<file path="src/rtl/pipe_stage_skid.sv">
// Valid/ready pipeline stage with a head register and one skid entry.
// Supports hazard flush (ctrl zeroed, drops counted) and synchronous clear.
module pipe_stage_skid #(
    parameter int CTRL_W = 8,
    parameter int DATA_W = 128,
    parameter int CNT_W  = 16
) (
    input  logic              clk,
    input  logic              clr,
    input  logic              flush,
    input  logic              in_valid,
    output logic              in_ready,
    input  logic [CTRL_W-1:0] in_ctrl,
    input  logic [DATA_W-1:0] in_data,
    output logic              out_valid,
    input  logic              out_ready,
    output logic [CTRL_W-1:0] out_ctrl,
    output logic [DATA_W-1:0] out_data,
    output logic [1:0]        occupancy,
    output logic [CNT_W-1:0]  drop_cnt
);

    typedef enum logic [1:0] {
        EMPTY = 2'd0,
        ONE   = 2'd1,
        TWO   = 2'd2
    } state_t;

    state_t              state_r, state_s;
    logic [CTRL_W-1:0]   head_ctrl_r, head_ctrl_s, skid_ctrl_r, skid_ctrl_s;
    logic [DATA_W-1:0]   head_data_r, head_data_s, skid_data_r, skid_data_s;
    logic [CNT_W-1:0]    drop_cnt_r, drop_cnt_s;
    logic                accept_s, fire_s;
    logic [1:0]          held_s, inc_s;
    logic [CNT_W:0]      sum_s;

    // Handshake and occupancy all decode from the registered state only.
    assign in_ready  = (state_r != TWO);
    assign out_valid = (state_r != EMPTY);
    assign occupancy = {state_r == TWO, state_r == ONE};
    assign out_ctrl  = head_ctrl_r;
    assign out_data  = head_data_r;
    assign drop_cnt  = drop_cnt_r;

    // Next-state, storage update and saturating drop accounting.
    always_comb begin
        state_s     = state_r;
        head_ctrl_s = head_ctrl_r;
        head_data_s = head_data_r;
        skid_ctrl_s = skid_ctrl_r;
        skid_data_s = skid_data_r;
        drop_cnt_s  = drop_cnt_r;
        accept_s    = in_valid & (state_r != TWO);
        fire_s      = (state_r != EMPTY) & out_ready;
        held_s      = {state_r == TWO, state_r == ONE};
        inc_s       = held_s - {1'b0, fire_s} + {1'b0, accept_s};
        sum_s       = {1'b0, drop_cnt_r} + {{(CNT_W-1){1'b0}}, inc_s};
        if (flush) begin
            // Head/skid data are left alone; only ctrl is squashed to a bubble.
            state_s     = EMPTY;
            head_ctrl_s = {CTRL_W{1'b0}};
            skid_ctrl_s = {CTRL_W{1'b0}};
            if (sum_s[CNT_W]) begin
                drop_cnt_s = {CNT_W{1'b1}};
            end else begin
                drop_cnt_s = sum_s[CNT_W-1:0];
            end
        end else begin
            case (state_r)
                EMPTY: begin
                    if (accept_s) begin
                        head_ctrl_s = in_ctrl;
                        head_data_s = in_data;
                        state_s     = ONE;
                    end else begin
                        state_s     = EMPTY;
                    end
                end
                ONE: begin
                    if (fire_s && accept_s) begin
                        head_ctrl_s = in_ctrl;
                        head_data_s = in_data;
                    end else if (fire_s) begin
                        head_ctrl_s = {CTRL_W{1'b0}};
                        state_s     = EMPTY;
                    end else if (accept_s) begin
                        skid_ctrl_s = in_ctrl;
                        skid_data_s = in_data;
                        state_s     = TWO;
                    end else begin
                        state_s     = ONE;
                    end
                end
                TWO: begin
                    if (fire_s) begin
                        head_ctrl_s = skid_ctrl_r;
                        head_data_s = skid_data_r;
                        skid_ctrl_s = {CTRL_W{1'b0}};
                        state_s     = ONE;
                    end else begin
                        state_s     = TWO;
                    end
                end
                default: begin
                    head_ctrl_s = {CTRL_W{1'b0}};
                    skid_ctrl_s = {CTRL_W{1'b0}};
                    state_s     = EMPTY;
                end
            endcase
        end
    end

    // State and storage registers with synchronous clear.
    always_ff @(posedge clk) begin
        if (clr) begin
            state_r     <= EMPTY;
            head_ctrl_r <= {CTRL_W{1'b0}};
            head_data_r <= {DATA_W{1'b0}};
            skid_ctrl_r <= {CTRL_W{1'b0}};
            skid_data_r <= {DATA_W{1'b0}};
            drop_cnt_r  <= {CNT_W{1'b0}};
        end else begin
            state_r     <= state_s;
            head_ctrl_r <= head_ctrl_s;
            head_data_r <= head_data_s;
            skid_ctrl_r <= skid_ctrl_s;
            skid_data_r <= skid_data_s;
            drop_cnt_r  <= drop_cnt_s;
        end
    end

endmodule

</file>
<file path="config.mk">
export PLATFORM = sky130hd
export DESIGN_NAME = pipe_stage_skid
export DESIGN_NICKNAME = d
export VERILOG_FILES = /design/src/rtl/pipe_stage_skid.sv
export SDC_FILE = /design/constraint.sdc
export NUM_CORES = 1
export LEC_CHECK = 0
export CAP_MARGIN = 20
export CORE_MARGIN = 3
export CORE_UTILIZATION = 38
export CTS_CLUSTER_DIAMETER = 100
export CTS_CLUSTER_SIZE = 10
export DETAILED_ROUTE_END_ITERATION = 10
export PLACE_DENSITY = 0.68
export RECOVER_POWER = 50
export SLEW_MARGIN = 10
export SYNTH_ARGS = -nofsm -noshare
export SYNTH_HDL_FRONTEND = slang
export SYNTH_SLANG_ARGS = --single-unit
</file>
<file path="constraint.sdc">
create_clock -name clk -period 3.4 [get_ports clk]
set_input_delay 0.34 -clock clk [delete_from_list [all_inputs] [get_ports clk]]
set_output_delay 0.34 -clock clk [all_outputs]
set_load 0.005 [all_outputs]
</file>
==> results <==
- The flow ran to the end, but the final reports show violations.
- The final reports fail on capacitance limit, slew limit.
- The deepest level of the CTS H-tree is 2.
- The post-route antenna net violation count is 0.
- The final worst slack is 0.457 ns.
- The final number of hold-violating endpoints is 0.
- Global routing consumed, over all layers together, between 10% and 20% of the routing resources.
- Setup total negative slack on the finished layout was measured at 0 ns.
- For this design the total switching power over the nets is 1.78 mW.
- The distinct cell type count of the synthesized netlist is 39.
- The clock sink total is 290.
- Per report_power, the sequential group accounts for 47.6% of the total.
- Across all layers, the routed design uses 10600 vias.
- The internal power of the cells totals 5.79 mW.
- Of the cells placed in the final design, the portion with a size suffix greater than 1 is 3.75%.
- Each instance of the synthesized netlist takes up on average approximately 9 um2.
- Leaving out fill and tap cells, the most frequent cells in the layout are sky130_fd_sc_hd__dfxtp_1 (290), sky130_fd_sc_hd__a21oi_1 (279), sky130_fd_sc_hd__nand2_1 (273).
- The type of the setup path with the least slack is reg -> out.
- The max-capacitance violation count is 1.
- The worst path needs 2.94 ns of the cycle, external delays included.
- The number of rows created at floorplan is 64.
- The worst slack at placement is roughly 0.15 ns.
- In the routed layout, each cell is associated on average with a via count of 5.42.
- The maximum count of clock buffers along a single path is 3.
- The switching part of the total is 23.5%.
- The worst IR drop on VDD is 0.274 mV.
- For this run, the number of standard cells in the final layout without fillers is 1946.
- The height of the chip is 183 um.
- The CTS tree is done.
- Once placement completed, the tool counted placed cells totaling 1908.
- The number of storage elements in the synthesis netlist is 290.
- The first global-routing pass estimated between 50000 and 60000 um of wire.
- For the final database, setup skew stands at 0.0160 ns.
- The cell area power density is 475 nW/um2.
- Fill cells in the final layout number 2866.
- The worst slew slack as a fraction of its limit is -7.84%.
- The die boundary width is approximately 180 um.
- The worst endpoint data arrival time is approximately 2.6 ns.
- The final layout contains routed wiring with a total length of about 34000 um.
- The root buffer cell chosen for the clock tree is sky130_fd_sc_hd__clkbuf_16.
- The worst setup path is launched from a flop.
- For this design the top-level I/O count stands at 297.
- The first routing iteration left 713 violations.
- For the pin with the worst max-slew slack, the measured transition is ~1.6 ns.
- The highest clock rate is 0.340 GHz.
- The Yosys step of the flow raised 0 warnings.
- The part of the Yosys area used for sequential elements is 48.7%.
- The clock latency reported for the late side of the worst-skew pair is 0.50 ns.
- Detailed placement ended at an HPWL of 20200 um.
- Counting every instance in the synthesized netlist gives 1339.
- After detailed routing, the number of remaining DRC violations is 0.
- The final-report max-slew violation count is 35.
- Per report_power, the combinational group accounts for 11.5% of the total.
- The share of the clock period used by the worst path is 86.6%.
- STA classifies the critical path endpoint as an output pin.
- The number of I/O port buffers is 296.
- The total of endpoints with negative setup slack in the final report is 0.
- The count of hold-fix buffers inserted at cts is 0.
- The post-CTS setup buffer count is 0.
- The reported leakage power is approximately 6.5 nW.
- In the final routed layout, each cell accounts on average for 17.2 um.
- The final design utilization is 51.8%.
- Gates resized during post-CTS repair numbered 0.
- The number of global-route vias before repair was about 10000.
- Global routing finished with a remaining overflow of 0.
- The initial antenna violation count is 2.
- After detailed routing, the met2 layer carries 15400 um of wire.
- Setup repair after global routing left no endpoint under its margin.
- The CTS clock-pin slew for the worst setup and hold paths is roughly 0.05 ns.
- For this configuration, the core starts out at a cell density of roughly two fifths.
- The most common cell after layout, fill and taps aside is sky130_fd_sc_hd__dfxtp_1.
- The signed area change from the synthesized netlist to the final layout is 33.6%.
- Entering global routing, the biggest net connects between 150 and 200 pins.
- The area of the die is 33600 um2.
- The number of clock buffers added by TritonCTS is 34.
- The post-synthesis cell area is 11900 um2.
- The routed wire length on met3 is roughly 2400 um.
- STA puts the critical path data required time at 3.06 ns.
- After detailed routing, the wire length on met1 is about 15000 um.
- The core region is between 30000 and 40000 um2.
- The number of nets in the synthesized netlist is between 1000 and 1500.
- The share of total power in the clock network is roughly 41%.
- In this run the worst hold path is classified as in -> reg.
- In the final design database the tool counted approximately 1700 nets.
- The first-pass detailed-route iteration total is 5.
- The top fanout value on the critical path is 130.
- The detailed router used layers up to and including met4.
- Routability-driven placement finished with a final weighted congestion of 0.790.
## metal layers
layer  vias to the layer above  GRT usage [%]
met5                         -              0
met4                         0           5.82
met3                        63           4.58
met2                       312           30.0
met1                      4938           25.0
li1                       5243              -
## power by group through the flow
| stage | clock network, mW | registers [mW] | logic [mW] |
|---|---|---|---|
| 2_1_floorplan | 0 | 3.67 | 0.398 |
| 4_1_cts | 3.21 | 3.61 | 0.920 |
| 5_1_grt | 3.34 | 3.61 | 0.955 |
| 3_5_place_dp | 0 | 3.68 | 0.915 |
| 6_report | 3.10 | 3.60 | 0.874 |
| 3_3_place_gp | 0 | 3.68 | 0.903 |
## area by class of cell
type | count | area (um2) | share of cell area [%]
repair buffers | 310 | 3200 | 20.1
diodes | 2 | 5.00 | 0.0314
clock inverters | 1 | 8.76 | 0.0550
well taps | 396 | 495 | 3.11
flip-flops and latches | 290 | 5810 | 36.4
multi-input cells | 907 | 5520 | 34.6
inverters | 5 | 26.3 | 0.165
clock buffers | 35 | 876 | 5.50
## cell usage after synthesis (all sizes together)
master | instances | area [um2]
nor4b | 1 | 8.76
o22ai | 2 | 18.8
nand2 | 273 | 1020
a41o | 1 | 10.0
or2 | 3 | 18.8
and3 | 1 | 6.26
buf | 55 | 295
fa | 1 | 20.0
a222oi | 8 | 80.1
xnor2 | 7 | 61.3
a31oi | 3 | 18.8
nand3 | 15 | 80.1
clkbuf | 82 | 308
o21ai | 5 | 25.0
and2 | 1 | 6.26
a311oi | 129 | 1130
a21oi | 279 | 1400
nand4 | 2 | 12.5
a21o | 1 | 7.51
o22a | 1 | 8.76
nor2 | 17 | 63.8
nor3 | 4 | 20.0
clkinv | 1 | 3.75
xor2 | 2 | 17.5
or4 | 1 | 11.3
ha | 3 | 37.5
or3 | 2 | 12.5
dfxtp | 290 | 5810
a41oi | 1 | 8.76
nor4 | 3 | 18.8
o31a | 1 | 8.76
mux2i | 131 | 1310
inv | 4 | 15.0
nor2b | 5 | 31.3
nand2b | 4 | 25.0
## final timing paths
kind / startpoint / endpoint / slack, ns / cells after the start
hold reg to reg: skid_data_r[12]$_SDFFE_PP0P_ / skid_data_r[12]$_SDFFE_PP0P_ / 0.45 / 2
setup reg to reg: state_r[1]$_SDFFE_PP0P_ / drop_cnt[15]$_SDFFE_PP0P_ / 0.54 / 9
hold / removal: in_data[123] / skid_data_r[123]$_SDFFE_PP0P_ / 0.42 / 3
setup / recovery: state_r[0]$_SDFFE_PP0P_ / occupancy[1] / 0.46 / 4
## sequential cells by signal, indices dropped and copies added, names as in the netlist
register	flops
state_r	2
skid_data_r	128
out_ctrl	8
out_data	128
drop_cnt	16
skid_ctrl_r	8
## cells by family after synthesis
family | Yosys count | synth area share (%)
AOI/OAI and AO/OA | 431 | 22.7
xor gates and xnor gates | 9 | 0.661
adders and majority gates | 4 | 0.483
buffers and inverters | 142 | 5.21
DFF | 290 | 48.7
muxes | 131 | 11.0
and+or+nand+nor | 332 | 11.2
## critical path, stage by stage, from the launching register on
cell and delay [ns]:
sky130_fd_sc_hd__dfxtp_1 0.51, sky130_fd_sc_hd__nand2b_1 0.22, sky130_fd_sc_hd__buf_12 0.69, sky130_fd_sc_hd__inv_1 0.15
sky130_fd_sc_hd__clkdlybuf4s50_1 0.53
## through the flow
| step | instance area, um2 | hold slack, ns | power [mW] |
|---|---|---|---|
| after CTS | 15900 | 0.391 | 7.74 |
| after global placement | 15100 | 0.440 | 4.58 |
| after detailed placement | 15100 | 0.446 | 4.59 |
| after floorplan | 11900 | 0.432 | 4.07 |
| final | 15900 | 0.420 | 7.57 |
| after global routing | 15900 | 0.418 | 7.91 |
Note: power is estimated with default switching activity, not from simulation.
